===== config.mk =====
export PLATFORM = sky130hd
export DESIGN_NAME = sonic_rx_dma_sched
export DESIGN_NICKNAME = d
export VERILOG_FILES = /design/src/rtl/sonic_rx_sched_pkg.sv /design/src/rtl/sonic_valid_delay.sv /design/src/rtl/sonic_rx_dma_sched.sv
export SDC_FILE = /design/constraint.sdc
export NUM_CORES = 1
export LEC_CHECK = 0
export ABC_CLOCK_PERIOD_IN_PS = 2600
export CORE_UTILIZATION = 32
export DETAILED_ROUTE_END_ITERATION = 6
export PLACE_DENSITY = 0.53
export SLEW_MARGIN = 20
export SYNTH_ARGS = -nofsm -noshare
export SYNTH_HDL_FRONTEND = slang
export SYNTH_SLANG_ARGS = --single-unit

===== constraint.sdc =====
create_clock -name rd_clock -period 2.6 [get_ports rd_clock]
set_input_delay 0.52 -clock rd_clock [delete_from_list [all_inputs] [get_ports rd_clock]]
set_output_delay 0.52 -clock rd_clock [all_outputs]
set_load 0.005 [all_outputs]

===== src/rtl/sonic_rx_sched_pkg.sv =====
// sonic_rx_sched_pkg: shared FSM state type and ring-distance helper for the SONIC RX read scheduler
package sonic_rx_sched_pkg;
  typedef enum logic [1:0] {IDLE, BURST, DONE} state_t;
  function automatic logic [31:0] ring_dist(input logic [31:0] w, input logic [31:0] r, input int unsigned width);
    return (w - r) & ((32'd1 << width) - 32'd1);
  endfunction
endpackage


===== src/rtl/sonic_valid_delay.sv =====
// sonic_valid_delay: fixed-latency valid shift register (req delayed by LAT cycles)
// Ports: clk, rst_n (async active-low), req in, valid out.
module sonic_valid_delay #(
  parameter int LAT = 2
) (
  input  logic clk,
  input  logic rst_n,
  input  logic req,
  output logic valid
);
  logic [LAT-1:0] sr;
  always_ff @(posedge clk or negedge rst_n)
    if (!rst_n) sr <= '0;
    else sr <= (sr << 1) | LAT'(req);
  assign valid = sr[LAT-1];
endmodule


===== src/rtl/sonic_rx_dma_sched.sv =====
// sonic_rx_dma_sched: RX ring read scheduler issuing fixed bursts, valid delay, irq coalescing, overrun flag
// Ports: rd_clock/reset_n; enable, rx_ring_wptr, dma_ready, overrun_clr in;
//        rdreq, rd_address, dma_valid, burst_done, burst_len_out, irq, rx_ring_rptr, overrun out.
// Optional partial-burst flush on idle timeout: define SONIC_RX_SCHED_TIMEOUT_EN.
module sonic_rx_dma_sched
  import sonic_rx_sched_pkg::*;
#(
  parameter int ADDR_WIDTH     = 12,
  parameter int BURST_LEN      = 16,
  parameter int RD_LATENCY     = 2,
  parameter int IRQ_COALESCE   = 4,
  parameter int OVR_MARGIN     = 32,
  parameter int TIMEOUT_CYCLES = 1024
) (
  input  logic                  rd_clock,
  input  logic                  reset_n,
  input  logic                  enable,
  input  logic [ADDR_WIDTH-1:0] rx_ring_wptr,
  input  logic                  dma_ready,
  output logic                  rdreq,
  output logic [ADDR_WIDTH-1:0] rd_address,
  output logic                  dma_valid,
  output logic                  burst_done,
  output logic [ADDR_WIDTH:0]   burst_len_out,
  output logic                  irq,
  output logic [ADDR_WIDTH-1:0] rx_ring_rptr,
  output logic                  overrun,
  input  logic                  overrun_clr
);
  localparam int LW = ADDR_WIDTH + 1;
  state_t state;
  logic [ADDR_WIDTH-1:0] rptr, avail;
  logic [LW-1:0] len, remaining;
  logic [15:0] icnt;
  logic last, full_go, ovr_set, partial;
  assign avail      = ADDR_WIDTH'(ring_dist(32'(rx_ring_wptr), 32'(rptr), ADDR_WIDTH));
  assign rdreq      = state == BURST && dma_ready;
  assign rd_address = rptr;
  assign rx_ring_rptr = rptr;
  assign last       = rdreq && remaining == LW'(1);
  assign full_go    = enable && dma_ready && 32'(avail) >= 32'(BURST_LEN);
  assign ovr_set    = 32'(avail) >= (32'd1 << ADDR_WIDTH) - 32'(OVR_MARGIN);
`ifdef SONIC_RX_SCHED_TIMEOUT_EN
  logic [15:0] timer;
  logic timing;
  assign timing  = state == IDLE && enable && avail != '0 && 32'(avail) < 32'(BURST_LEN);
  assign partial = timing && dma_ready && timer == 16'(TIMEOUT_CYCLES - 1);
  // Timer parks at the threshold until the DMA engine is ready to take the flush.
  always_ff @(posedge rd_clock or negedge reset_n)
    if (!reset_n) timer <= '0;
    else timer <= (!timing || partial) ? '0 : timer == 16'(TIMEOUT_CYCLES - 1) ? timer : timer + 16'd1;
`else
  logic unused_timeout;
  assign partial = 1'b0;
  assign unused_timeout = ^32'(TIMEOUT_CYCLES);
`endif
  always_ff @(posedge rd_clock or negedge reset_n) begin
    if (!reset_n) begin
      state         <= IDLE;
      rptr          <= '0;
      len           <= '0;
      remaining     <= '0;
      icnt          <= '0;
      burst_done    <= 1'b0;
      burst_len_out <= '0;
      irq           <= 1'b0;
      overrun       <= 1'b0;
    end else begin
      // DONE outputs are registered on the last issue, so they coincide with the DONE cycle.
      burst_done    <= last;
      burst_len_out <= last ? len : '0;
      irq           <= last && icnt == 16'(IRQ_COALESCE - 1);
      if (last) icnt <= icnt == 16'(IRQ_COALESCE - 1) ? '0 : icnt + 16'd1;
      overrun <= ovr_set || (overrun && !overrun_clr);
      if (rdreq) begin
        rptr      <= rptr + ADDR_WIDTH'(1);
        remaining <= remaining - LW'(1);
      end
      case (state)
        IDLE: if (full_go || partial) begin
          state     <= BURST;
          len       <= full_go ? LW'(BURST_LEN) : LW'(avail);
          remaining <= full_go ? LW'(BURST_LEN) : LW'(avail);
        end
        BURST: if (last) state <= DONE;
        default: state <= IDLE;
      endcase
    end
  end
  sonic_valid_delay #(.LAT(RD_LATENCY)) u_delay (
    .clk(rd_clock),
    .rst_n(reset_n),
    .req(rdreq),
    .valid(dma_valid)
  );
endmodule

* After elaboration in Yosys (flattened, before gate mapping)
Cells that the tools add are included.
Cells by class: $add $sub $neg 4, order comparisons 2, equal/unequal tests 5, muxes and demuxes 8, bitwise logic cells 1, reduce and logical (&&, ||, !) cells 11
Operator list (number):
- $mux 13 | 3
- $add 16x1->16 const B | 1
- $eq 16x2->1 const B | 1
- $mux 16 | 1
- $eq 13x1->1 const B | 1
- $sub 13x1->13 const B | 1
- $add 12x1->12 const B | 1
- $ge 12x12->1 const B | 1
- $ge 12x5->1 const B | 1
- $sub 12x12->12 | 1
- $logic_and 1x1->1 | 6
- $mux 5 | 1
- $mux 2 | 2
- $ne 2x2->1 const B | 2
- $pmux 2 s2 | 1
- $reduce_and 2->1 | 2
- $eq 2x1->1 const B | 1
- $logic_not 2->1 | 1
- $or 2x1->2 | 1
- $logic_not 1->1 | 1
- $logic_or 1x1->1 | 1
Storage, ports and cells: flip-flop bits (word level) 54, input port bits 17, output and inout port bits 42, logic and storage cells 41

* Logic depth before layout (Yosys ltp)
Gate-level depths: netlist of the first run.
word-level depth 5, depth in mapped cells 11, gate-level depth less buffers 10

* Hierarchy
A second synthesis of the first run with hierarchy kept.
Unflattened totals: cell total of the unflattened synthesis 316, area total of the unflattened synthesis 3030.4 um^2
By module, submodules not included:
- sonic_rx_dma_sched | times used 1, cells an instance 314, area an instance 2980.4 um^2
- sonic_valid_delay | times used 1, cells an instance 2, area an instance 50.0 um^2

* Worst setup path after synthesis of the first run
OpenSTA, ideal clock, no wires.
path type in2reg, start point in rx_ring_wptr[0], end point reg remaining[10], data arrival time 2.698 ns, slack -0.193 ns, stages 11, buffers on the path 1, cells stage by stage inv_1 > ha_1 > inv_1 > fa_1 > a211o_1 > a211o_1 > and4b_1 > a311oi_1 > o21ai_1 > clkbuf_1 > o31ai_1
On the way: longest elaborated chain between the ends 5
Ends and longest elaborated chain:
- start, declared | RTL line sonic_rx_dma_sched.sv:18 | input logic [ADDR_WIDTH-1:0] rx_ring_wptr,
- $sub 12x12->12 | RTL line sonic_rx_sched_pkg.sv:5 | return (w - r) & ((32'd1 << width) - 32'd1);
- $ge 12x5->1 | RTL line sonic_rx_dma_sched.sv:41 | assign full_go = enable && dma_ready && 32'(avail) >= 32'(BURST_LEN);
- $logic_and 1x1->1 | RTL line sonic_rx_dma_sched.sv:41
- $mux 13 | RTL line sonic_rx_dma_sched.sv:80 | IDLE: if (full_go || partial) begin
- $mux 13 | RTL line sonic_rx_dma_sched.sv:79 | case (state)
- end signal, assigned | RTL line sonic_rx_dma_sched.sv:77 | remaining <= remaining - LW'(1);
- end signal, assigned | RTL line sonic_rx_dma_sched.sv:83 | remaining <= full_go ? LW'(BURST_LEN) : LW'(avail);
- end, declared | RTL line sonic_rx_dma_sched.sv:33 | logic [LW-1:0] len, remaining;
No other way between the ends. A chain may end at the register's enable or synchronous reset.

* Worst setup path after layout of the first run
start point in rx_ring_wptr[4], end point reg remaining[4]
The elaborated chain is that of the path after synthesis.

==> run summary, run 1 <==
The flow ran to the end, but the final reports show violations. The checks that failed: negative setup slack. The total routing usage reported by global routing came out at 14.9%.

The worst register-to-register path begins at rd_address[0]. The endpoint of the worst register-to-register path is remaining[4]. The placed wire-length estimate after detailed placement is approximately 5100 um. Setup repair after global routing could not meet its margin everywhere.

Relative to the synthesized area, the layout overhead comes to 32.7%. The critical path in this run is classified as in -> reg. The final setup violation count is 15.

Counting distinct cell types in the post-synthesis netlist gives 48. The basic-gate share of the synthesized area counting and, or, nand and nor cells is between 20% and 30%. The sequential area share after synthesis is around two fifths. The worst supply voltage drop on vdd is between 0.2 and 0.3 mV. The worst pin sits at a relative slew slack of between 50% and 60%. After synthesis, the cell types taking the most area are dfrtp_1, xnor2_1, buf_4.

Traced cell by cell, the critical path runs through clkdlybuf4s50_1, ha_4, buf_4, o211a_1, a211o_1, and4b_1, a311oi_2, o21ai_4, buf_6, o31a_1. The worst-path maximum fanout is 6. The effective utilization at floorplan is between 30 and 40%. The routed length per placed instance is between 10 and 15 um. The final wirelength is 7220 um. For this design the ratio of total power to cell area is approximately 850 mW/mm2. The number of optimization iterations in the first detailed-route pass is 4. After floorplanning, the core was sized to cover 0.00937 mm2. The die outline height is 101 um. The repair_antennas step left the layout with diodes totalling 0. The path class of the tightest hold or removal check is in -> async. The worst setup path is launched from an input port. Once detail routing completed, the nets flagged for antenna violations numbered 0. The final-stage net count is 449.

The share of the clock period used by the worst path is 103%. 59 I/O pins were placed. The maximum cell stage delay along the critical path is ~0.51 ns.

The final hold violation count came out at 0. The multiplexer share of the synthesized area is less than 1%. The count of buffers added on input and output ports is 46.

Dividing the detail-routed via count by the number of cells gives around 4.7. The die footprint is just over 0.01 mm2. The count of maximum capacitance violations is 0.

In this run the clock root is driven by a clkbuf_8. The residual overflow from global routing is 0. On the critical path the largest part of the delay comes from compound AO/OA/AOI/OAI gates. The number of cells traversed by the worst register-to-register path is 10. For this block, the initial DRC count from the detailed router was about 120. The first global-routing pass estimated between 10000 and 15000 um of wire.

Prior to clock tree synthesis, the placed netlist has a worst setup slack of -0.716 ns. The final cell utilization of the core came out at between 40 and 50%. Of all cell types, the one taking the most synthesized area is dfrtp_1. The slack of the worst reg-to-reg path came out at -0.06 ns. The static leakage came out at 1.90 nW. The final worst clock skew came out at about 0.0066 ns. After synthesis the netlist holds a flip-flop and latch count of 50. The global placement routability congestion came out at roughly 0.77. The longest clock path from root to sink contains 2 buffers. Among all stages on the critical path, the largest delay is contributed by clkdlybuf4s50_1. The required time of the worst setup path came out at ~2.8 ns.

In the synthesized netlist the dominant register cell turns out to be dfrtp_1. The clock buffer count from CTS is 5. The number of sinks handled by clock tree synthesis is 50.

STA puts the critical path data arrival time at around 2.9 ns. The critical path buffer and inverter count came out at 3. The area share of fa/ha/maj cells after synthesis is roughly 6.6%. The DRC violation count after routing came out at 0. At the later pin of the worst-skew pair, clock insertion delay measures a little over 0.3 ns.

The max-slew violation count is 0. Derived from the worst setup path, the maximum achievable clock frequency is 374 MHz. The post-synthesis instance total came out at ~340. After synthesis, the largest family of logic cells by area is simple AND/OR/NAND/NOR gates. The kind of end point of the critical path is a flip-flop. Across all setup checks in the final design, the least slack found is -0.0719 ns.

The share of synthesized registers carrying an async set or reset is between 90% and 100%. The clock edge transition at the registers on the reported setup and hold paths came out at around 0.10 ns. At the pin with the least slew margin, the transition time is between 0.6 and 0.7 ns. The via count of the first global-routing pass is 2379. The yosys synthesis warning count came out at 0. The floorplan die width came out at 101 um. The count of H-tree levels built during CTS is 2. The parity-gate share of the synthesized area counting xor and xnor cells is around a tenth. The clock period minus worst slack is around 2.7 ns. The standard-cell row count came out at 35.

Entering global routing, the biggest net connects just over 50 pins. The share of the synthesized area in compound gates (AO/OA/AOI/OAI) is between 10% and 20%. The initial antenna violation count is 0. The count of flip-flops with a built-in enable after synthesis came out at 0. TritonCTS built the clock tree. The synthesized area per cell is 9.19 um2.

The synthesized cell area is 0.00314 mm2. The share of cells above drive strength 1 is about a fifth. The portion of synthesized cell area occupied by the leading cell type came out at around 40%.

The via count is approximately 2.6k.
## worst max path at each step
stage	cells after the start	slack, ns	endpoint	start
2_1_floorplan	11	-0.004	remaining[4]	rx_ring_wptr[0]
6_report	10	-0.07	remaining[4]	rx_ring_wptr[4]
5_1_grt	10	-0.16	len[4]	rd_address[0]
3_5_place_dp	12	-0.72	remaining[9]	rx_ring_wptr[0]
4_1_cts	10	-0.13	remaining[4]	rd_address[0]
3_3_place_gp	12	-0.65	remaining[8]	rx_ring_wptr[0]
## area by class of cell
type | count | area, um2
fillers | 951 | 5200
multi-input cells | 249 | 1790
flip-flops and latches | 50 | 1250
repair buffers | 92 | 805
well taps | 129 | 161
clock buffers | 6 | 82.6
inverters | 18 | 67.6
clock inverters | 2 | 16.3
## report_power, final
group | switching, mW | internal (mW)
sequential | 0.151 | 0.959
clock | 0.282 | 0.220
combinational | 0.928 | 1.02
## through the flow
stage	cell area, um2	hold slack [ns]	TNS (ns)	instances	power (mW)
2_1_floorplan	3210	0.224	-0.00405	353	2.19
3_3_place_gp	3880	0.337	-9.42	532	2.88
3_5_place_dp	3880	0.343	-9.76	532	2.90
4_1_cts	4090	0.344	-1.55	546	3.50
5_1_grt	4170	0.369	-2.14	546	3.84
6_report	4170	0.314	-0.586	546	3.56
## metal layers
| layer | track usage [%] | vias up | part of all wire (%) |
|---|---|---|---|
| met5 | 0 | - | 0 |
| met4 | 4.68 | 0 | 1.3 |
| met3 | 2.77 | 5 | 3.1 |
| met2 | 21.9 | 46 | 44 |
| met1 | 21.8 | 1227 | 51 |
| li1 | - | 1296 | - |
## Yosys cell counts, types with 4 or more instances
master,n
nand2_1,42
xnor2_1,26
nand3_1,13
xor2_1,12
nand4_1,8
a21o_1,6
nand2b_1,6
buf_4,25
nor4_1,4
nor2_1,16
o31ai_1,10
inv_1,18
nor3_1,10
clkbuf_1,7
ha_1,15
a21oi_1,8
o21ai_0,10
dfrtp_1,50
and3_1,7
## cell usage in the layout (no fill, tap or decap), drive strengths merged, types with 10 or more instances in the layout
master	netlist	final
nand3	13	13
o31ai	10	10
ha	15	15
nor2	17	17
buf	29	48
conb	1	12
o21ai	12	12
inv	18	19
nor3	10	10
xnor2	26	26
xor2	12	12
nand2	42	42
clkdlybuf4s50	0	41
dfrtp	50	50
## cell families (layout without fill, tap and decap cells)
| group | Yosys count | count (layout) |
|---|---|---|
| compound gates | 57 | 57 |
| xor+xnor | 38 | 38 |
| fa+ha+maj | 16 | 16 |
| buf+inv | 54 | 118 |
| flops | 50 | 50 |
| mux | 1 | 1 |
| other cells | 1 | 12 |
| simple gates | 125 | 125 |
## flip-flops by register name (all words and copies together), names as in the netlist
signal,count
irq,1
burst_len_out,1
remaining,13
icnt,16
overrun,1
rd_address,12
u_delay.sr,2
len,1
burst_done,1
state,2
## what timing repair did
| item | 4_1_cts | 5_1_grt |
|---|---|---|
| endpoints found under the hold margin | 0 | 0 |
| buffers inserted | 6 | 1 |
| gates cloned | 1 | 0 |
| endpoints found under the setup margin | 16 | 18 |
| pin swaps | 20 | 4 |
| resized for setup | 23 | 18 |
| hold buffers | 0 | 0 |
Note: power is estimated with default switching activity, not from simulation.
==> inputs of run 2 (changes only) <==
- CORE_UTILIZATION: 32 -> 48
- PLACE_DENSITY: 0.53 -> 0.75
==> run 2 against run 1 <==
Net effect: the run still ends with negative setup slack left; sequential share of layout area rose by 0.36 points; clock-buffer cell count unchanged; wire length is 3.7% lower; utilization up 20 points; largest cell class unchanged; power grew 2.1%; die area decreased by 33%; clock skew hardly changed; flip-flop and latch count stayed put.
==> run summary, run 2 (synthesis results as in run 1) <==
The final antenna diode count is 0 (unchanged). The final hold violation count is 0 (unchanged). The DRC violation count after routing is 0 (unchanged).

The final wirelength is 6950 um (-3.7%). The floorplan die width came out at 82.9 um (-18%). The final-stage net count came out at 449 (unchanged).

The global-route wire length before repair is 12100 um (+2.6%). The total of buffers placed on input and output ports is 46 (unchanged). The smallest hold slack came out at 0.208 ns (-0.106 ns).

The global placement routability congestion is 0.777 (+0.58%). Setup repair after global routing could not meet its margin everywhere. The routed length per placed instance is 14.1 um (+6.4%).

The largest net degree at the start of global routing is 26 (-49%). The via count came out at 2633 (+2.3%). The clock period minus worst slack is 2.66 ns (-0.0134 ns).

The final setup violation count was 2 (-13). The final worst clock skew came out at 0.00613 ns (-0.000446 ns). The transition at the pin with the smallest max-transition slack is 0.606 ns (-0.0435 ns). The area of the core region came out at 0.00635 mm2 (-32%). Leaving out fill and tap cells, the most frequent cells in the layout are dfrtp_1, nand2_1, buf_4, clkdlybuf4s50_1, xnor2_1. The static leakage is 1.91 nW (+0.72%). The residual overflow from global routing is 0 (unchanged). The master cell of the clock root buffer is clkbuf_8. STA classifies the critical path startpoint as an input port. The via count of the first global-routing pass came out at 2603 (+9.4%). The clock edge transition at the registers on the reported setup and hold paths came out at 0.10 ns (about the same). The placed wire-length estimate after detailed placement came out at 4850 um (-5.5%).

The max-slew violation count is 0 (unchanged). The die outline height is 82.9 um (-18%). The final reports fail on negative setup slack. The count of H-tree levels built during CTS came out at 2 (unchanged). The cell that appears most often on the critical path is buf_4. The worst setup path is of the in -> reg kind.

On the critical path the largest part of the delay comes from compound AO/OA/AOI/OAI gates. The count of routing violations after the opening detailed-route iteration came to 185 (+57%). The min-delay analysis places its worst path in the category in -> async.

The buffer depth of the longest clock path is 2 (unchanged). The worst-path maximum fanout came out at 7 (+1). The post-route antenna net violation count came to 0 (unchanged).

From synthesis to final layout, the design area changed by 31.1%. The final cell area excluding filler cells was 0.00412 mm2 (-1.2%). The critical path buffer and inverter count came out at 3 (unchanged). The share of cells above drive strength 1 is 20.1% (-0.96 points). The maximum cell stage delay along the critical path is 0.51 ns (about the same). The initial antenna violation count came out at 0 (unchanged).

The number of hold-repair buffers added at the cts stage is 0 (unchanged). The total chip power came out at 3.63 mW (+2.1%). The number of sinks handled by clock tree synthesis is 50 (unchanged). The final cell utilization of the core is 64.9% (+20 points). The filler cell count in the final layout came to 473 (-50%). More flip-flops sit in one register than any other, and that register is icnt. The post-placement cell area is 0.00384 mm2 (-1.2%). The post-layout worst setup margin was -0.0586 ns (+0.0134 ns). The remaining max-slew budget at the tightest pin is 59.6% (+2.9 points).

The worst supply voltage drop on vdd was 0.706 mV (+150%). The share of the clock period used by the worst path was 102% (-0.51 points). The critical path data arrival time is 2.86 ns (-0.02 ns).

The power density normalized to cell area is 881 mW/mm2 (+3.3%). The count of maximum capacitance violations came out at 0 (unchanged). The average vias per placed instance is 5.33 (+13%). The library cell contributing the largest single delay on the critical path is clkdlybuf4s50_1.

The peak clock frequency supported by timing is 376 MHz (+0.50%). The flip-flop count of the largest register, all copies and words added came out at 16 (unchanged). The number of placed I/O pins came to 59 (unchanged). The flow ran to the end, but the final reports show violations. STA classifies the critical path endpoint as a flip-flop.

The total stage count of the critical path was 10 (unchanged). The standard-cell row count came out at 29 (-17%). The clock buffer count from CTS came out at 5 (unchanged). The number of optimization iterations in the first detailed-route pass is 4 (unchanged). The effective utilization at floorplan is 49.5% (+16 points). The total routing usage reported by global routing came out at 21.2% (+6.3 points). The number of cells traversed by the worst register-to-register path was 10 (unchanged).

The clock latency reported for the late side of the worst-skew pair is 0.30 ns (about the same). The signal on the critical path passes through clkdlybuf4s50_1, ha_4, buf_4, a21o_1, a211o_1, and4b_1, a311oi_4, buf_4, o21ai_4, o31a_1. The required time of the worst setup path came out at 2.80 ns (about the same). The die footprint is 0.00688 mm2 (-33%).

The most frequent standard cell in the layout excluding fill and tap cells is dfrtp_1. The TritonCTS clock tree is built.
[run 2: per-layer routing]
| layer | vias up | part of all wire (%) | track usage (%) |
|---|---|---|---|
| met4 | 0 | 1.3 | 5.80 |
| met2 | 71 | 49 | 34.4 |
| met5 | - | 0 | 0 |
| met1 | 1256 | 46 | 29.7 |
| li1 | 1299 | - | - |
| met3 | 7 | 3.8 | 3.08 |
[run 2: worst paths after layout]
| check | to | start | slack [ns] |
|---|---|---|---|
| max reg2reg | len[4] | rd_address[0] | -0.04 |
| min reg2reg | u_delay.sr[1] | u_delay.sr[0] | 0.36 |
| min in group rd_clock | u_delay.sr[1] | u_delay.sr[0] | 0.36 |
| max | len[4] | rx_ring_wptr[5] | -0.06 |
| max in group asynchronous | remaining[6] | reset_n | 1.76 |
| min | rd_address[2] | reset_n | 0.21 |
[run 2: report_power, final]
part	internal [mW]	total, mW	leakage (nW)	switching (mW)
combinational	1.02	1.93	1.22	0.917
sequential	0.959	1.11	0.633	0.147
clock	0.317	0.591	0.0618	0.275
total	2.29	3.63	1.91	1.34
[run 2: final cells by class]
cell class | count | area, um2 | area share, %
inverters | 18 | 67.6 | 1.64
flip-flops and latches | 50 | 1250 | 30.4
clock inverters | 2 | 38.8 | 0.941
well taps | 77 | 96.3 | 2.34
multi-input cells | 250 | 1770 | 43.0
repair buffers | 91 | 811 | 19.7
clock buffers | 6 | 82.6 | 2.00
[run 2: through the flow]
stage          setup slack [ns]  cells   TNS, ns
4_1_cts                 -0.0474    493    -0.231
3_3_place_gp             -0.651    481     -8.81
6_report                -0.0586    494   -0.0953
5_1_grt                  -0.114    494    -0.357
3_5_place_dp             -0.680    481     -9.44
2_1_floorplan          -0.00405    353  -0.00405
[run 2: repair_timing]
item | 4_1_cts | 5_1_grt
gates cloned | 1 | 0
pin swaps | 15 | 8
buffers inserted | 3 | 1
resized for setup | 22 | 12
endpoints found under the setup margin | 16 | 21
[run 2: worst reg2reg max path, delay by kind of cell (launching register included)]
family,cells,cell delay (ns)
flops,1,0.39
buf+inv,2,0.23
simple gates,1,0.20
fa+ha+maj,2,0.46
compound gates,5,1.26
